===== src/rtl/sticky_shift_round_pipe.sv =====
// Right shift with round-to-nearest-even (guard/sticky), two-stage valid/ready pipeline,
// plus a saturating counter of delivered inexact results.
`timescale 1ns/1ps
module sticky_shift_round_pipe #(
  parameter int WIDTH   = 8,
  parameter int N_WIDTH = $clog2(WIDTH) + 1,
  parameter int CNT_W   = 16
) (
  input  logic               clock,
  input  logic               reset,
  input  logic               in_valid,
  output logic               in_ready,
  input  logic [WIDTH-1:0]   in_data,
  input  logic [N_WIDTH-1:0] in_n,
  output logic               out_valid,
  input  logic               out_ready,
  output logic [WIDTH-1:0]   out_data,
  output logic               out_inexact,
  output logic               out_round_up,
  input  logic               clear_count,
  output logic [CNT_W-1:0]   inexact_count
);

  localparam logic [N_WIDTH-1:0] N_FULL = N_WIDTH'(WIDTH);

  // Per-shift-amount taps: entry k is the guard / sticky for a shift of k.
  logic [WIDTH:0] guard_sel;
  logic [WIDTH:0] sticky_sel;

  assign guard_sel[0]  = 1'b0;
  assign sticky_sel[0] = 1'b0;

  genvar gi;
  generate
    for (gi = 1; gi <= WIDTH; gi++) begin : g_taps
      localparam logic [WIDTH-1:0] LOW_MASK = {WIDTH{1'b1}} >> (WIDTH - gi + 1);
      assign guard_sel[gi]  = in_data[gi-1];
      assign sticky_sel[gi] = |(in_data & LOW_MASK);
    end
  endgenerate

  // Stage 1 next values
  logic [WIDTH-1:0] s1_q_next;
  logic             s1_g_next;
  logic             s1_s_next;
  logic             s1_l_next;

  always_comb begin
    s1_q_next = in_data >> in_n;
    s1_g_next = 1'b0;
    s1_s_next = 1'b0;
    if (in_n > N_FULL) begin
      s1_s_next = |in_data;
    end else begin
      s1_g_next = guard_sel[in_n];
      s1_s_next = sticky_sel[in_n];
    end
    s1_l_next = s1_q_next[0];
  end

  // Stage 1 registers
  logic             s1_valid_reg;
  logic [WIDTH-1:0] s1_q_reg;
  logic             s1_g_reg;
  logic             s1_s_reg;
  logic             s1_l_reg;

  // Stage 2 (output) registers
  logic             out_valid_reg;
  logic [WIDTH-1:0] out_data_reg;
  logic             out_inexact_reg;
  logic             out_round_up_reg;
  logic [CNT_W-1:0] count_reg;

  logic s1_advance;

  assign s1_advance = !out_valid_reg || out_ready;
  assign in_ready   = !s1_valid_reg || s1_advance;

  always_ff @(posedge clock or posedge reset) begin
    if (reset) begin
      s1_valid_reg <= 1'b0;
      s1_q_reg     <= '0;
      s1_g_reg     <= 1'b0;
      s1_s_reg     <= 1'b0;
      s1_l_reg     <= 1'b0;
    end else if (in_ready) begin
      s1_valid_reg <= in_valid;
      if (in_valid) begin
        s1_q_reg <= s1_q_next;
        s1_g_reg <= s1_g_next;
        s1_s_reg <= s1_s_next;
        s1_l_reg <= s1_l_next;
      end
    end
  end

  // Stage 2: round-half-to-even increment; q < 2^(WIDTH-1) whenever g can be set, so no carry-out.
  logic             round_up_next;
  logic             inexact_next;
  logic [WIDTH-1:0] data_next;

  always_comb begin
    round_up_next = s1_g_reg && (s1_s_reg || s1_l_reg);
    inexact_next  = s1_g_reg || s1_s_reg;
    data_next     = s1_q_reg + WIDTH'(round_up_next);
  end

  always_ff @(posedge clock or posedge reset) begin
    if (reset) begin
      out_valid_reg    <= 1'b0;
      out_data_reg     <= '0;
      out_inexact_reg  <= 1'b0;
      out_round_up_reg <= 1'b0;
    end else if (s1_advance) begin
      out_valid_reg <= s1_valid_reg;
      if (s1_valid_reg) begin
        out_data_reg     <= data_next;
        out_inexact_reg  <= inexact_next;
        out_round_up_reg <= round_up_next;
      end
    end
  end

  // Clear wins over a same-cycle increment.
  always_ff @(posedge clock or posedge reset) begin
    if (reset) begin
      count_reg <= '0;
    end else if (clear_count) begin
      count_reg <= '0;
    end else if (out_valid_reg && out_ready && out_inexact_reg && !(&count_reg)) begin
      count_reg <= count_reg + 1'b1;
    end
  end

  assign out_valid     = out_valid_reg;
  assign out_data      = out_data_reg;
  assign out_inexact   = out_inexact_reg;
  assign out_round_up  = out_round_up_reg;
  assign inexact_count = count_reg;

endmodule


===== config.mk =====
export PLATFORM = sky130hd
export DESIGN_NAME = sticky_shift_round_pipe
export DESIGN_NICKNAME = d
export VERILOG_FILES = /design/src/rtl/sticky_shift_round_pipe.sv
export SDC_FILE = /design/constraint.sdc
export NUM_CORES = 1
export LEC_CHECK = 0
export ABC_AREA = 1
export CAP_MARGIN = 15
export CORE_ASPECT_RATIO = 0.9
export CORE_MARGIN = 2
export CORE_UTILIZATION = 52
export DETAILED_ROUTE_END_ITERATION = 16
export PLACE_DENSITY = 0.92
export SLEW_MARGIN = 20
export SYNTH_ARGS = -nofsm -noshare
export SYNTH_HDL_FRONTEND = slang
export SYNTH_SLANG_ARGS = --single-unit

===== constraint.sdc =====
create_clock -name clock -period 2.2 [get_ports clock]
set_input_delay 0.33 -clock clock [delete_from_list [all_inputs] [get_ports clock]]
set_output_delay 0.33 -clock clock [all_outputs]
set_load 0.02 [all_outputs]

# --- Word-level counts from Yosys, hierarchy flattened ---
# Cells that the tools add are included.
op_classes:
  n_reduce_logical: 22
  addsub: 2
  mux: 8
  n_shift: 1
  magnitude_cmp: 2
ops:
  columns: ["cell", "n"]
  rows:
  - ["16-bit two-way mux", 2]
  - ["16-bit by 1-bit adder with 16-bit output (second input constant)", 1]
  - ["16-bit AND reduction", 1]
  - ["8-bit by 1-bit adder with 8-bit output", 1]
  - ["1-bit binary-select mux with 4-bit select", 2]
  - ["8-bit OR reduction", 1]
  - ["8-bit by 4-bit right shift with 8-bit output", 1]
  - ["7-bit OR reduction", 1]
  - ["6-bit OR reduction", 1]
  - ["4-bit by 5-bit < comparator with 1-bit output (second input constant)", 1]
  - ["5-bit OR reduction", 1]
  - ["4-bit greater-than comparator (second input constant)", 1]
  - ["1-bit logical AND", 4]
  - ["1-bit logical OR", 4]
  - ["1-bit two-way mux", 4]
  - ["2-bit AND reduction", 2]
  - ["4-bit OR reduction", 1]
  - ["1-bit zero test", 3]
  - ["3-bit OR reduction", 1]
  - ["2-bit nonzero test", 1]
  - ["2-bit OR reduction", 1]
word_totals:
  out_inout_bits: 28
  elab_cells: 45
  inputBits: 17
  ff_bits: 39

# --- Depth between registers and ports, before layout ---
# Gate-level depths: netlist of run 1.
depth:
  ltp_word: 5
  mapped_depth: 10

# --- Worst setup path before layout of run 1 ---
# Ideal clock, no wire load.
synth_timing:
  path_kind: "register -> register"
  from: "register count_reg[0], in the netlist inexact_count[0]"
  to: "register count_reg[12], in the netlist inexact_count[12]"
  arrival_ns: 1.560
  stages_incl_launch_ff: 10
  required_time_ns: 2.082
  n_path_buf: 1
  period_less_slack_ns: 1.678
  slack_ns: 0.522
  path_cell_list: "dfrtp_1 > ha_1 > inv_1 > nor2_2 > nand2_2 > nor2_4 > nor2_1 > buf_2 > nand4_1 > nand2_1"
synth_between:
  elab_chain_len: 4
  word_cells_on_any_way: 7
  classes_between: "1 x add/sub; 2 x mux; 4 x reduce/logical"
synth_rtl:
  columns: ["item", "line", "source"]
  rows:
  - ["start, declared", "73", "logic [CNT_W-1:0] count_reg;"]
  - ["start signal, assigned", "132", "count_reg <= count_reg + 1'b1;"]
  - ["parallel branches: the longest is 4 deep, another holds 16-bit by 1-bit adder with 16-bit output", null, null]
# Several ways; the timed one is not identified. The select of a mux whose other input is x is not followed.
# A chain may end at the register's enable or synchronous reset.

# --- Final worst setup path of run 1 ---
layout_timing:
  from: "input out_ready"
  to: "output in_ready"
layout_between:
  elab_chain_len: 2
layout_rtl:
  columns: ["item", "line", "source"]
  rows:
  - ["start, declared", "16", "input logic out_ready,"]
  - ["1-bit logical OR", "77", "assign s1_advance = !out_valid_reg || out_ready;"]
  - ["1-bit logical OR", "78", "assign in_ready = !s1_valid_reg || s1_advance;"]
  - ["end, declared", "12", "output logic in_ready,"]
# Every way passes these cells.

==> reports/metrics.yaml, run 1 <==
placement:
  dpl.hpwl_mm: 4.08
  io_buffers: 44
  gp_congestion: 0.908
  dp_cells: 429
timing:
  slew-limit-headroom_pct: 65.4
  drv_slew: 0
  worstMarginPinSlew_ns: 0.518
  setup_viol: 0
  final.period_utilization_pct: 87.0
  fmax_mhz: 523
  layout_min_cycle_time_ns: 1.91
  setup_tns_ns: 0
  hold_violations: 0
  rsz0062_at_grt: "no"
  fin_worst_skew_ns: 0.00754
pwr:
  peakVddDrop_mv: 0.412
  power_leakage_nw: 1.36
  clkPwrFrac_pct: 35.6
  p_comb_share_pct: 22.9
  internal_power_mw: 1.41
  seqPwrFrac_pct: 41.5
  powerDensity_nw_per_um2: 677
  switching_share_pct: 29.0
  p_switching_mw: 0.578
final_layout:
  drive_gt1_share_pct: 5.57
  fin_nets: 396
  area.sequential_um2: 951
  largest_reg_flops: 16
  fillerInstances: 316
  instances_no_fill: 437
  diodes: 0
  multiInputGateArea_um2: 1200
  area_delta_synth_final_pct: 27.9
synthesis:
  syn_area_per_cell_um2: 7.01
  synth_edf_count: 0
  synth.distinct_cells: 27
  yosysMostFrequentCell: "nand2_1"
  yosys-top-cells-count: "nand2_1, dfrtp_1, inv_1"
  synth_flop_cell: "dfrtp_1"
  synth_top_area_share_pct: 41.4
  synthCells: 328
  ys_seq_area_share_pct: 41.4
  syn-cell-area_um2: 2300
  synth_area_leaders: "dfrtp_1, nand2_1, inv_1"
  synthArstFlopShare_pct: 100
  synth_nets: 348
  synth_seq_cells: 38
  yosys_warnings: 0
  synth.largest_area_cell: "dfrtp_1"
floorplanning:
  die_y_um: 67.1
  core_area_um2: 4160
  rows: 22
  start_util_pct: 55.3
  design.die.area_um2: 4970
  fp.dieW_um: 74.1
  ios: 45
setup_path:
  startpoint_type: "input pin"
  worst_path_max_delay_cell: "clkdlybuf4s50_1"
  rr_endpoint: "inexact_count[12]"
  critPathMaxStageDelay_ns: 0.62
  cp-startpoint: "out_ready"
  cp-end-kind: "primary output"
  r2r_setup_slack_ns: 0.38
  cp_cell_sequence: "clkdlybuf4s50_1 > inv_1 > nand3_1 > clkdlybuf4s50_1"
  critPathKind: "in -> out"
  cp-endpoint: "in_ready"
  worstPathRequired_ns: 1.87
  r2r_cells: 9
  crit_arrival_ns: 1.58
  cp_max_fo: 3
  critPathMostFrequentCell: "clkdlybuf4s50_1"
  rr_startpoint: "inexact_count[0]"
global_routing:
  grt_use_total_pct: 26.4
  grt_antenna_before_repair: 0
  grt_start_max_net_pins: 39
  grt_busiest_layer: "met2"
  use_met2_pct: 41.5
  grt_pass1_wl_mm: 10.0
  first_global_vias: 2166
  met1_usage_pct: 35.7
  met3_usage_pct: 6.35
  grt-ovfl-total: 0
clock_tree:
  cts_tree: "built"
  clockBufferDepth: 2
  cts_setup_buffers: 0
  clkSinkCount: 38
  htreeDepth: 2
  cts-buffers-inserted: 5
  cts_root_buffer: "clkbuf_8"
  clkTransAtPathRegs_ns: 0.08
  clock_latency_ns: 0.30
route:
  routedWlPerCell_um: 13.1
  drc_errors: 0
  ant_nets: 0
  firstDrtPassIters: 4
  drt-total-wl_mm: 5.73
  drt_iter0_drc: 258
  vias_per_cell: 5.39
  vias: 2356
flow_run:
  drv_cap: 0
hold_path:
  hold_class: "in -> async"
outcome:
  status: "completed"
## metrics by stage
step	utilization (%)	area [um2]	setup WS (ns)	hold WS, ns	power, mW
3_3_place_gp	67.4	2800	0.235	0.462	1.27
6_report	70.7	2940	0.287	0.439	1.99
4_1_cts	70.7	2940	0.123	0.456	2.00
3_5_place_dp	67.4	2800	0.142	0.471	1.29
2_1_floorplan	-	2300	0.522	0.473	1.09
5_1_grt	70.7	2940	0.214	0.483	2.08
## cell families (layout without fill, tap and decap cells)
group | Yosys count | count (layout) | share of synthesized area, %
AOI/OAI and AO/OA | 39 | 39 | 10.1
xor gates and xnor gates | 8 | 8 | 3.05
adders and majority gates | 3 | 3 | 1.63
buffers and inverters | 37 | 86 | 6.59
DFF | 38 | 38 | 41.4
and+or+nand+nor | 203 | 203 | 37.3
## repair_timing
| item | 4_1_cts | 5_1_grt |
|---|---|---|
| gates resized for setup | 0 | 1 |
| hold buffers | 0 | 0 |
| setup endpoints to repair | 0 | 7 |
## power by group through the flow
stage | registers, mW | logic [mW] | clock network (mW)
4_1_cts | 0.826 | 0.457 | 0.713
5_1_grt | 0.837 | 0.503 | 0.743
2_1_floorplan | 0.892 | 0.198 | 0
6_report | 0.826 | 0.455 | 0.709
3_3_place_gp | 0.834 | 0.440 | 0
3_5_place_dp | 0.837 | 0.450 | 0
## how the worst min path moves through the flow
stage,slack (ns),endpoint,depth (start not counted)
3_5_place_dp,0.47,out_data[1],2
2_1_floorplan,0.47,s1_s_reg,2
3_3_place_gp,0.46,out_data[7],2
5_1_grt,0.48,inexact_count[4],3
4_1_cts,0.46,out_valid,3
6_report,0.44,inexact_count[4],3
## cell usage in the layout, fill, tap and decap left out, drive strengths merged
cell / synthesis / routed
a21oi: 5 / 5
dfrtp: 38 / 38
clkdlybuf4s50: 0 / 44
nand4: 14 / 14
xnor2: 3 / 3
clkinv: 0 / 1
nor2: 32 / 32
nand2: 129 / 129
nand3: 23 / 23
nor3: 2 / 2
o21bai: 4 / 4
bufinv: 0 / 2
o22ai: 5 / 5
o21ai: 22 / 22
buf: 4 / 2
ha: 3 / 3
clkbuf: 1 / 5
or2: 2 / 2
o21a: 2 / 2
inv: 32 / 32
nor3b: 1 / 1
a22o: 1 / 1
xor2: 5 / 5
## layer usage
layer | routed length, um | vias up
met1 | 2530 | 1097
met2 | 2690 | 88
li1 | - | 1155
met4 | 141 | 0
met3 | 370 | 16
met5 | 0 | -
## critical path, delay by kind of cell
| kind | cells | cell delay [ns] |
|---|---|---|
| buffers and inverters | 3 | 1.15 |
| AND/OR/NAND/NOR | 1 | 0.10 |
## layout make-up
| type | count | area share [%] |
|---|---|---|
| multi-input combinational | 253 | 40.8 |
| sequential | 38 | 32.3 |
| timing repair buffer | 46 | 15.5 |
| inverter | 32 | 4.17 |
| tap | 60 | 2.55 |
| clock buffer | 5 | 2.34 |
| clock inverter | 3 | 2.34 |
No activity file was read; power rests on OpenSTA's default activity.
==> run 2, diff against run 1 <==
- CORE_ASPECT_RATIO: 0.9 -> 0.7
- PLACE_DENSITY: 0.92 -> 0.8
==> run 2 against run 1 <==
Compared with the run above:
- total power fell by 10%
- non-clock buffer count rose by 4
- flip-flop and latch count unchanged
- count of clock-buffer cells in the layout rose by 1
==> reports/metrics.yaml, run 2 (synthesis gave the netlist of run 1 again) <==
global_routing:
  grt_start_max_net_pins: 39  # unchanged
  grt-ovfl-total: 0  # unchanged
  first_global_vias: 2077  # -4.1%
  grt_pass1_wl_mm: 10.2  # +2.0%
  grt_antenna_before_repair: 0  # unchanged
  grt_use_total_pct: 26.2  # -0.20 points
route:
  vias: 2260  # -4.1%
  drc_errors: 0  # unchanged
  wl_met2_mm: 2.29  # -15%
  dr_wl_met3_um: 381  # +3.0%
  met1_length_mm: 3.03  # +20%
  top_layer_used: "met4"
  firstDrtPassIters: 5  # +1
  vias_per_cell: 5.18  # -3.9%
  drt_iter0_drc: 199  # -23%
  drt-total-wl_mm: 5.74  # +0.23%
  ant_nets: 0  # unchanged
  routedWlPerCell_um: 13.2  # +0.46%
final_layout:
  fin_nets: 400  # +1.0%
  instances_no_fill: 436  # -0.23%
  design_area_um2: 2920  # -0.64%
  fin_util_pct: 67.9  # -2.9 points
  area_delta_synth_final_pct: 27.1
  largest_reg_flops: 16  # unchanged
  diodes: 0  # unchanged
  drive_gt1_share_pct: 6.56  # +0.99 points
  layout_commonest_cell: "nand2_1"
  mostFrequentLayoutCells: "nand2_1, clkdlybuf4s50_1, dfrtp_1"
timing:
  setup_tns_ns: 0  # unchanged
  worstMarginPinSlew_ns: 0.522  # +0.00441 ns
  fin_worst_skew_ns: 0.0112  # +0.00361 ns
  final.period_utilization_pct: 89.0  # +2.0 points
  fmax_mhz: 511  # -2.3%
  setup_viol: 0  # unchanged
  slew-limit-headroom_pct: 65.1  # -0.29 points
  hold_violations: 0  # unchanged
  rsz0062_at_grt: "no"
  whs_ns: 0.463  # +0.0242 ns
  drv_slew: 0  # unchanged
  layout_min_cycle_time_ns: 1.96  # +0.0451 ns
setup_path:
  worstPathRequired_ns: 1.87  # about the same
  critPathKind: "in -> out"
  worst_path_max_delay_cell: "clkdlybuf4s50_1"
  path_delay_family: "buffers and inverters"
  cp_cell_sequence: "clkdlybuf4s50_1 > inv_1 > nand3_1 > clkdlybuf4s50_1"
  worst-path-buf-inv: 3  # unchanged
  critPathMaxStageDelay_ns: 0.63  # about the same
  startpoint_type: "input pin"
  cp-end-kind: "primary output"
  critPathMostFrequentCell: "clkdlybuf4s50_1"
  cp_max_fo: 3  # unchanged
  crit_arrival_ns: 1.63  # +0.05 ns
pwr:
  peakVddDrop_mv: 0.645  # +57%
  powerDensity_nw_per_um2: 612  # -9.6%
  power_leakage_nw: 1.36  # about the same
clock_tree:
  cts_root_buffer: "clkbuf_8"
  clockBufferDepth: 2  # unchanged
  clkTransAtPathRegs_ns: 0.08  # about the same
  clock_latency_ns: 0.29  # about the same
  cts_tree: "built"
  clkSinkCount: 38  # unchanged
  cts-buffers-inserted: 5  # unchanged
  cts_setup_buffers: 0  # unchanged
  htreeDepth: 2  # unchanged
  cts_hold_buf: 0  # unchanged
flow_run:
  drv_cap: 0  # unchanged
floorplanning:
  fp.dieW_um: 83.5  # +13%
  ios: 45  # unchanged
  start_util_pct: 53.4  # -1.9 points
  design.die.area_um2: 4980  # +0.16%
  die_y_um: 59.6  # -11%
  core_area_um2: 4300  # +3.6%
  rows: 20  # -9.1%
placement:
  io_buffers: 44  # unchanged
  dpl.hpwl_mm: 4.39  # +7.7%
  place_area_um2: 2820  # +0.85%
  dp_cells: 428  # -0.23%
  gp_congestion: 0.888  # -2.3%
hold_path:
  hold_class: "in -> async"
outcome:
  status: "completed"
==> run 2: cell count changes in the layout (fill, tap and decap cells not counted), sizes merged <==
cell	before	now
buf	2	6
bufinv	2	0
clkbuf	5	6
clkinvlp	0	1
==> run 2: worst min-delay path: cells and delay by family <==
kind     cells  cell delay, ns
buf+inv      3            0.86
==> run 2: timing repair <==
item	in CTS	in global routing
resized for setup	0	1
endpoints found under the setup margin	0	5
endpoints found under the hold margin	0	0
==> run 2: power by group <==
part           internal, mW  total [mW]  switching [mW]
clock                 0.252       0.501           0.249
combinational         0.194       0.461           0.267
sequential            0.771       0.827          0.0564
total                  1.22        1.79           0.573
==> run 2: metrics by stage <==
stage	setup slack [ns]	power (mW)
2_1_floorplan	0.522	1.09
3_3_place_gp	0.194	1.29
3_5_place_dp	0.192	1.30
4_1_cts	0.181	1.80
5_1_grt	0.188	1.89
6_report	0.242	1.79
==> run 2: worst paths after layout <==
path                                       start          endpoint  slack (ns)  cells after the start
worst max-delay path                   out_ready          in_ready        0.24                      4
worst min-delay path                       reset  inexact_count[8]        0.46                      3
worst max register to register  inexact_count[0]  inexact_count[6]        0.41                      9
worst min register to register       out_data[6]       out_data[6]        0.49                      2
max in group asynchronous                  reset       s1_q_reg[7]        1.40                      3
min in group clock                   out_data[6]       out_data[6]        0.49                      2
==> run 2: cell type report <==
type | instances | area (um2)
Inverter | 32 | 123
Fill cell | 389 | 1380
Clock buffer | 6 | 82.6
Timing Repair Buffer | 50 | 485
Sequential cell | 38 | 951
Clock inverter | 2 | 12.5
Tap cell | 55 | 68.8
Multi-Input combinational cell | 253 | 1200
==> run 2: routing by layer <==
metal	GRT usage, %	vias up
li1	-	1159
met1	40.7	1014
met2	36.6	85
met3	5.57	2
met4	7.83	0
met5	0	-
